--- src/rtl/dmem_mmio_pkg.sv ---
// dmem_mmio_pkg: shared address map, FIFO sizing and STATUS bit layout for
// the data-memory / MMIO slave. Optional feature macro: DMEM_MMIO_CYCLE_EN.
package dmem_mmio_pkg;

  // Address map
  localparam logic [7:0] RAM_TOP     = 8'hEF;
  localparam logic [7:0] ADDR_GPIO   = 8'hF0;
  localparam logic [7:0] ADDR_TXDATA = 8'hF1;
  localparam logic [7:0] ADDR_STATUS = 8'hF2;
  localparam logic [7:0] ADDR_CYCLE  = 8'hF3;

  // RAM covers 0x00..RAM_TOP inclusive
  localparam int RAM_BYTES = 240;

  // TX FIFO sizing: depth is a fixed power of two
  localparam int TX_DEPTH = 4;
  localparam int TX_PTR_W = 2;
  localparam int TX_CNT_W = 3;

  // STATUS register bit positions
  localparam int STATUS_FULL     = 0;
  localparam int STATUS_EMPTY    = 1;
  localparam int STATUS_OVERFLOW = 2;
  localparam int STATUS_COUNT_LO = 3;

  // Decoded target of a bus access
  typedef enum logic [2:0] {
    REGION_RAM,
    REGION_GPIO,
    REGION_TXDATA,
    REGION_STATUS,
    REGION_CYCLE,
    REGION_NONE
  } region_e;

  // Map a byte address onto the region it selects; unmapped space is REGION_NONE
  function automatic region_e decode_addr(input logic [7:0] addr);
    region_e r;
    r = REGION_NONE;
    if (addr <= RAM_TOP)          r = REGION_RAM;
    else if (addr == ADDR_GPIO)   r = REGION_GPIO;
    else if (addr == ADDR_TXDATA) r = REGION_TXDATA;
    else if (addr == ADDR_STATUS) r = REGION_STATUS;
    else if (addr == ADDR_CYCLE)  r = REGION_CYCLE;
    return r;
  endfunction

endpackage

--- src/rtl/dmem_mmio_if.sv ---
// dmem_mmio_if: byte-wide memory port between the core's MA/WB stages and
// the data-memory slave. The core drives the request in MA and samples
// mem_r in WB, one cycle later.
interface dmem_mmio_if;

  logic       breq;
  logic [7:0] mem_rw_addr;
  logic [7:0] mem_w;
  logic       mem_w_en;
  logic [7:0] mem_r;

  // Core side: issues requests, receives registered read data
  modport master (
    output breq,
    output mem_rw_addr,
    output mem_w,
    output mem_w_en,
    input  mem_r
  );

  // Memory side: accepts requests, returns registered read data
  modport slave (
    input  breq,
    input  mem_rw_addr,
    input  mem_w,
    input  mem_w_en,
    output mem_r
  );

endinterface

--- src/rtl/dmem_mmio_tx_fifo.sv ---
// tx_fifo: small circular byte FIFO feeding the TX valid/ready stream.
// A push into a full FIFO is only taken when a pop frees a slot in the same
// cycle; otherwise it is dropped here and the owner records the overflow.
module tx_fifo
  import dmem_mmio_pkg::*;
#(
  parameter int DEPTH = TX_DEPTH,
  parameter int PTR_W = TX_PTR_W,
  parameter int CNT_W = TX_CNT_W
) (
  input  logic             clk,
  input  logic             rst,
  input  logic             push,
  input  logic [7:0]       push_data,
  input  logic             pop,
  output logic             full,
  output logic             empty,
  output logic [CNT_W-1:0] count,
  output logic [7:0]       head
);

  logic [7:0]       slots [DEPTH];
  logic [PTR_W-1:0] wr_ptr;
  logic [PTR_W-1:0] rd_ptr;
  logic [CNT_W-1:0] count_q;
  logic             do_push;
  logic             do_pop;

  assign empty   = (count_q == '0);
  assign full    = (count_q == CNT_W'(DEPTH));
  assign count   = count_q;
  assign do_pop  = pop & ~empty;
  assign do_push = push & (~full | do_pop);
  assign head    = empty ? 8'h00 : slots[rd_ptr];

  // Pointer and occupancy bookkeeping; pointers wrap naturally at DEPTH
  always_ff @(posedge clk) begin
    if (rst) begin
      wr_ptr  <= '0;
      rd_ptr  <= '0;
      count_q <= '0;
    end else begin
      if (do_push) wr_ptr <= wr_ptr + 1'b1;
      if (do_pop)  rd_ptr <= rd_ptr + 1'b1;
      case ({do_push, do_pop})
        2'b10:   count_q <= count_q + 1'b1;
        2'b01:   count_q <= count_q - 1'b1;
        default: count_q <= count_q;
      endcase
    end
  end

  // Payload storage; stale slots are harmless because head is masked when empty
  always_ff @(posedge clk) begin
    if (!rst && do_push) slots[wr_ptr] <= push_data;
  end

endmodule

--- src/rtl/dmem_mmio.sv ---
// dmem_mmio: 240-byte data RAM plus MMIO window (GPIO, TX FIFO, STATUS and
// an optional free-running cycle counter). Read data is registered and
// returned one cycle after the request. Optional feature macro:
// DMEM_MMIO_CYCLE_EN enables the CYCLE counter at 0xF3; without it the
// address reads as zero and ignores writes.
module dmem_mmio
  import dmem_mmio_pkg::*;
(
  input  logic        clk,
  input  logic        rst,
  dmem_mmio_if.slave  bus,
  output logic [7:0]  gpio_out,
  output logic [7:0]  tx_data,
  output logic        tx_valid,
  input  logic        tx_ready
);

  logic [7:0]          ram [RAM_BYTES];
  region_e             region;
  logic                rd_req;
  logic                wr_req;
  logic [7:0]          rd_val;
  logic [7:0]          mem_r_q;
  logic [7:0]          gpio_q;
  logic                overflow;
  logic [7:0]          status;
  logic [7:0]          cycle_val;

  logic                fifo_push;
  logic                fifo_pop;
  logic                fifo_full;
  logic                fifo_empty;
  logic [TX_CNT_W-1:0] fifo_count;
  logic [7:0]          fifo_head;
  logic                push_rejected;

  assign region = decode_addr(bus.mem_rw_addr);
  assign rd_req = bus.breq & ~bus.mem_w_en;
  assign wr_req = bus.breq &  bus.mem_w_en;

  assign fifo_push     = wr_req & (region == REGION_TXDATA);
  assign fifo_pop      = tx_valid & tx_ready;
  assign push_rejected = fifo_push & fifo_full & ~fifo_pop;

  assign tx_valid = ~fifo_empty;
  assign tx_data  = fifo_head;
  assign gpio_out = gpio_q;
  assign bus.mem_r = mem_r_q;

  tx_fifo #(
    .DEPTH (TX_DEPTH),
    .PTR_W (TX_PTR_W),
    .CNT_W (TX_CNT_W)
  ) u_tx_fifo (
    .clk       (clk),
    .rst       (rst),
    .push      (fifo_push),
    .push_data (bus.mem_w),
    .pop       (fifo_pop),
    .full      (fifo_full),
    .empty     (fifo_empty),
    .count     (fifo_count),
    .head      (fifo_head)
  );

  // Assemble STATUS from the live FIFO flags and the sticky overflow bit
  always_comb begin
    status = '0;
    status[STATUS_FULL]     = fifo_full;
    status[STATUS_EMPTY]    = fifo_empty;
    status[STATUS_OVERFLOW] = overflow;
    status[STATUS_COUNT_LO +: TX_CNT_W] = fifo_count;
  end

`ifdef DMEM_MMIO_CYCLE_EN
  logic [7:0] cycle_q;

  // Free-running counter; a CYCLE write replaces this cycle's increment
  always_ff @(posedge clk) begin
    if (rst)
      cycle_q <= 8'h00;
    else if (wr_req && region == REGION_CYCLE)
      cycle_q <= bus.mem_w;
    else
      cycle_q <= cycle_q + 8'd1;
  end

  assign cycle_val = cycle_q;
`else
  assign cycle_val = 8'h00;
`endif

  // RAM is deliberately left out of reset so contents survive a core reset
  always_ff @(posedge clk) begin
    if (!rst && wr_req && region == REGION_RAM)
      ram[bus.mem_rw_addr] <= bus.mem_w;
  end

  // GPIO output register
  always_ff @(posedge clk) begin
    if (rst)
      gpio_q <= 8'h00;
    else if (wr_req && region == REGION_GPIO)
      gpio_q <= bus.mem_w;
  end

  // Sticky overflow: set by a dropped push, cleared by any STATUS write
  always_ff @(posedge clk) begin
    if (rst)
      overflow <= 1'b0;
    else if (wr_req && region == REGION_STATUS)
      overflow <= 1'b0;
    else if (push_rejected)
      overflow <= 1'b1;
  end

  // Read mux over pre-edge state; unmapped and write-only addresses read zero
  always_comb begin
    rd_val = 8'h00;
    case (region)
      REGION_RAM:    rd_val = ram[bus.mem_rw_addr];
      REGION_GPIO:   rd_val = gpio_q;
      REGION_TXDATA: rd_val = 8'h00;
      REGION_STATUS: rd_val = status;
      REGION_CYCLE:  rd_val = cycle_val;
      default:       rd_val = 8'h00;
    endcase
  end

  // Registered read data, held across every non-read cycle for the WB stage
  always_ff @(posedge clk) begin
    if (rst)
      mem_r_q <= 8'h00;
    else if (rd_req)
      mem_r_q <= rd_val;
  end

endmodule

--- src/flat_wrapper.sv ---
// flat-port wrapper written by rule: the top's interface ports become plain ports
module dmem_mmio_flat import dmem_mmio_pkg::*;
  (clk, rst, gpio_out, tx_data, tx_valid, tx_ready, bus_breq, bus_mem_rw_addr, bus_mem_w, bus_mem_w_en, bus_mem_r);
  dmem_mmio_if bus_i ();
  input  logic clk;
  input  logic rst;
  output logic [7:0] gpio_out;
  output logic [7:0] tx_data;
  output logic tx_valid;
  input  logic tx_ready;
  input wire logic [$bits(bus_i.breq)-1:0] bus_breq;
  input wire logic [$bits(bus_i.mem_rw_addr)-1:0] bus_mem_rw_addr;
  input wire logic [$bits(bus_i.mem_w)-1:0] bus_mem_w;
  input wire logic [$bits(bus_i.mem_w_en)-1:0] bus_mem_w_en;
  output wire logic [$bits(bus_i.mem_r)-1:0] bus_mem_r;
  assign bus_i.breq = bus_breq;
  assign bus_i.mem_rw_addr = bus_mem_rw_addr;
  assign bus_i.mem_w = bus_mem_w;
  assign bus_i.mem_w_en = bus_mem_w_en;
  assign bus_mem_r = bus_i.mem_r;
  dmem_mmio u_core (.clk(clk), .rst(rst), .bus(bus_i), .gpio_out(gpio_out), .tx_data(tx_data), .tx_valid(tx_valid), .tx_ready(tx_ready));
endmodule
--- config.mk ---
export PLATFORM = sky130hd
export DESIGN_NAME = dmem_mmio_flat
export DESIGN_NICKNAME = d
export VERILOG_FILES = /design/src/rtl/dmem_mmio_pkg.sv /design/src/rtl/dmem_mmio_if.sv /design/src/rtl/dmem_mmio_tx_fifo.sv /design/src/rtl/dmem_mmio.sv /design/src/flat_wrapper.sv
export SDC_FILE = /design/constraint.sdc
export NUM_CORES = 2
export LEC_CHECK = 0
export CORE_MARGIN = 5
export CORE_UTILIZATION = 59
export CTS_BUF_LIST = sky130_fd_sc_hd__clkbuf_4 sky130_fd_sc_hd__clkbuf_8 sky130_fd_sc_hd__clkbuf_16
export CTS_CLUSTER_DIAMETER = 40
export DETAILED_ROUTE_END_ITERATION = 8
export GPL_TIMING_DRIVEN = 1
export PLACE_DENSITY = 0.75
export SLEW_MARGIN = 40
export SYNTH_ARGS = -nofsm -noshare
export SYNTH_HDL_FRONTEND = slang
export SYNTH_SLANG_ARGS = --single-unit
--- constraint.sdc ---
create_clock -name clk -period 3.4 [get_ports clk]
set_input_delay 0.68 -clock clk [delete_from_list [all_inputs] [get_ports clk]]
set_output_delay 0.68 -clock clk [all_outputs]
set_load 0.02 [all_outputs]
==> reports/summary.txt <==
Critical Path RT = 2.72 ns
Fin worst setup slack = 0.113 ns
Core Footprint = 131,000 sq um
Num Clock Sinks = 1,978
Warnings from Yosys = 0
Area grow syn2layout = 17.7%
Post-Syn Instances = 3,720
Total GRT Usage = 0.297
Post-synth EDFFs = 1,952
Critical path's largest stage delay = 0.55 ns
Top post-synthesis cells by count = edfxtp_1 (1,952), mux4_2 (324), nor2_1 (288), mux2i_1 (220), a22oi_1 (138)
Mean post-synth cell area = 21.0 sq um
Fin. Hold Viols = 0
Static Leak = 30.8 nW
H-tree depth = 4
Detailed Route WL = 207 mm
Adder-cell share of the synthesized area = 0.000898
Vias/cell = 6.72
Critical path class = flop to output port
Clock Path Buffers = 3
First-pass GRT wire length = 299 mm
Reg-to-reg critical path startpoint = u_core.ram[126][3]$_DFFE_PP_
Netlist cell types = 77
Finished Layout Cells = 6,353
Clock skew = 0.0304 ns
Full die area = 140,000 sq um
Worst Hold Class = primary input to flop
Post-CTS Hold Buffers = 0
Top-level port count = 46
Final ANT Viol Nets = 0
# DRC = 0
Worst Tran Pin Value = 0.835 ns
CP Cell Sequence = mux4_2, and2_1, clkdlybuf4s50_1
Global route overflow = 0
Post-synthesis mux area share = 0.156
Arrival time at the worst endpoint = 2.61 ns
Compound-cell area share of the yosys netlist = 0.0305
Register area share after synthesis = 0.758
Dpl hpwl = 131 mm
CTS root buffer = clkbuf_16
CP Launch Type = flop
Post-route clock period utilization = 0.967
Clock Latency Late Sink = 0.85 ns
CTS tree = done
Avg WL per Cell = 32.6 um
Layout cell share with drive strength beyond 1 = 0.306
Synth Flop Type = edfxtp_1
Count leader, synth = edfxtp_1
Maximum capacitance violations = 0
DR pass1 iterations = 6
Reg-to-Reg End = u_core.bus.mem_r[3]$_SDFFE_PP0P_
RSZ-0062 raised after global routing = false
Max stage delay cell, worst path = mux4_2
Worst setup path end = tx_data[7]
Worst r2r path cells = 6
Worst reg2reg setup slack = 0.59 ns
Synth top area cells = edfxtp_1 (75%), mux4_2 (9.4%), mux4_1 (3.4%), mux2i_1 (2.8%), nor2_1 (1.4%)
Final setup violation count = 0
Critical path capture point type = output port
Final min period = 3.29 ns
Post-Synthesis Net Count = 3,746
Async S/R FF share, synth = 0
Setup WS pre-CTS = -0.380 ns
Maximum VDD drop = 455 uV
Placer Congestion = 0.925
Initial core utilization = 0.593
Die W = 374 um
Synth top area share = 0.751
FP Rows = 133
Final Max Slew Viols = 0
FF+latch count, synth = 1,978
Layout Nets = 4,446
DRT iter0 DRCs = 6,898
Achievable frequency = 304 MHz
Reg clk slew, reported paths = 0.06 ns
Outcome = finished clean
Initial antenna violation count = 6
Largest family of logic cells by synthesized area = multiplexers
Post-Synth Simple-Gate Area = 0.0294
Port buffer count = 45
Worst-path fanout max = 8
Post-Synth XOR/XNOR Area = 0.000449
Largest area contributor in the netlist = edfxtp_1
PD cells = 571 nW/um^2
Post-placement cell count = 5,965
Die Y = 374 um
Rel. slew slack = 0.442
Mapped Area = 78,000 sq um
Number of global-route vias before repair = 42.5k
DR vias = 42.7k
Num CTS Buffers = 205
Largest net degree at the start of global routing = 103
[sequential cells by signal, indices dropped and copies added, names as in the netlist, named ones only]
register	cells
u_core.gpio_out	8
u_core.u_tx_fifo.slots	32
u_core.ram	1920
u_core.u_tx_fifo.rd_ptr	2
u_core.u_tx_fifo.wr_ptr	2
u_core.bus.mem_r	8
u_core.u_tx_fifo.count	3
u_core.overflow	1
[per-stage QoR]
step,hold WS (ns),utilization,cell area [sq um],TNS (ns),power (mW)
finish,0.273,0.699,91800,0,52.4
global placement,0.495,0.645,84800,-1.51,30.0
CTS,0.324,0.698,91800,0,52.6
floorplan,0.485,-,78000,0,28.7
global route,0.250,0.699,91800,0,53.8
detailed placement,0.509,0.645,84800,-1.46,30.0
[final cells by class]
cell class	count	area, sq um
Antenna cell	3	7.51
Sequential cell	1978	59100
Timing Repair Buffer	712	6410
Clock inverter	135	1430
Clock buffer	247	5550
Fill cell	7558	39600
Multi-Input combinational cell	1514	17100
Inverter	9	40.0
Tap cell	1755	2200
[what timing repair did]
| action | CTS | global route |
|---|---|---|
| resized for setup | 2 | 1 |
| endpoints found under the setup margin | 8 | 9 |
| buffers inserted | 2 | 0 |
[critical path: cells and delay by family, from the launching register on]
family / cells / cell delay (ns)
buffers and inverters: 1 / 0.54
DFF: 1 / 0.51
muxes: 1 / 0.55
and+or+nand+nor: 1 / 0.17
[kinds of logic after synthesis]
group           Yosys count
mux                     648
fa+ha+maj                 5
simple gates            523
buf+inv                 228
flops                  1978
compound gates          334
xor+xnor                  4
[layout by cell type, fill, tap and decap left out, drive strengths merged, types with 5 or more instances in the layout]
cell type | synthesis | final
a211oi | 6 | 6
a21oi | 70 | 70
a221oi | 25 | 25
a22o | 14 | 14
a22oi | 138 | 138
a31oi | 11 | 11
and2 | 16 | 16
buf | 134 | 674
bufinv | 0 | 20
clkbuf | 83 | 253
clkdlybuf4s50 | 0 | 32
clkinv | 1 | 70
clkinvlp | 0 | 16
dfxtp | 26 | 26
edfxtp | 1952 | 1952
inv | 8 | 38
mux2i | 220 | 220
mux4 | 426 | 426
nand2 | 97 | 97
nand2b | 7 | 7
nand3 | 38 | 38
nand4 | 11 | 11
nor2 | 290 | 290
nor2b | 6 | 6
nor3 | 15 | 15
nor4 | 10 | 10
o211ai | 13 | 13
o21ai | 18 | 18
o22ai | 10 | 10
or3 | 5 | 5
or4 | 7 | 7
[routing by layer]
metal / wire length [um] / track usage
met3: 26600 / 0.0738
met5: 14 / 0
met2: 95600 / 0.452
met1: 73500 / 0.415
met4: 11400 / 0.135
[report_power, final]
part           internal [mW]  switching, mW  leakage [nW]  total [mW]
logic                   1.06           1.71          9.57        2.76
clock network           13.3           9.54          3.44        22.9
registers               26.8         0.0209          17.7        26.8
total                   41.2           11.3          30.8        52.4
[worst min-delay path by stage]
stage	end	depth (start not counted)	startpoint	slack (ns)
6_report	u_core.ram[116][0]$_DFFE_PP_	1	bus_mem_w[0]	0.27
5_1_grt	u_core.ram[122][0]$_DFFE_PP_	1	bus_mem_w[0]	0.25
4_1_cts	u_core.ram[104][7]$_DFFE_PP_	1	bus_mem_w[7]	0.32
3_5_place_dp	u_core.u_tx_fifo.rd_ptr[1]$_SDFFE_PP0P_	2	u_core.u_tx_fifo.rd_ptr[1]$_SDFFE_PP0P_	0.51
3_3_place_gp	u_core.gpio_out[2]$_SDFFE_PP0P_	2	u_core.gpio_out[2]$_SDFFE_PP0P_	0.49
2_1_floorplan	flop	2	u_core.u_tx_fifo.rd_ptr[1]$_SDFFE_PP0P_	0.48
Note: power is estimated with default switching activity, not from simulation.
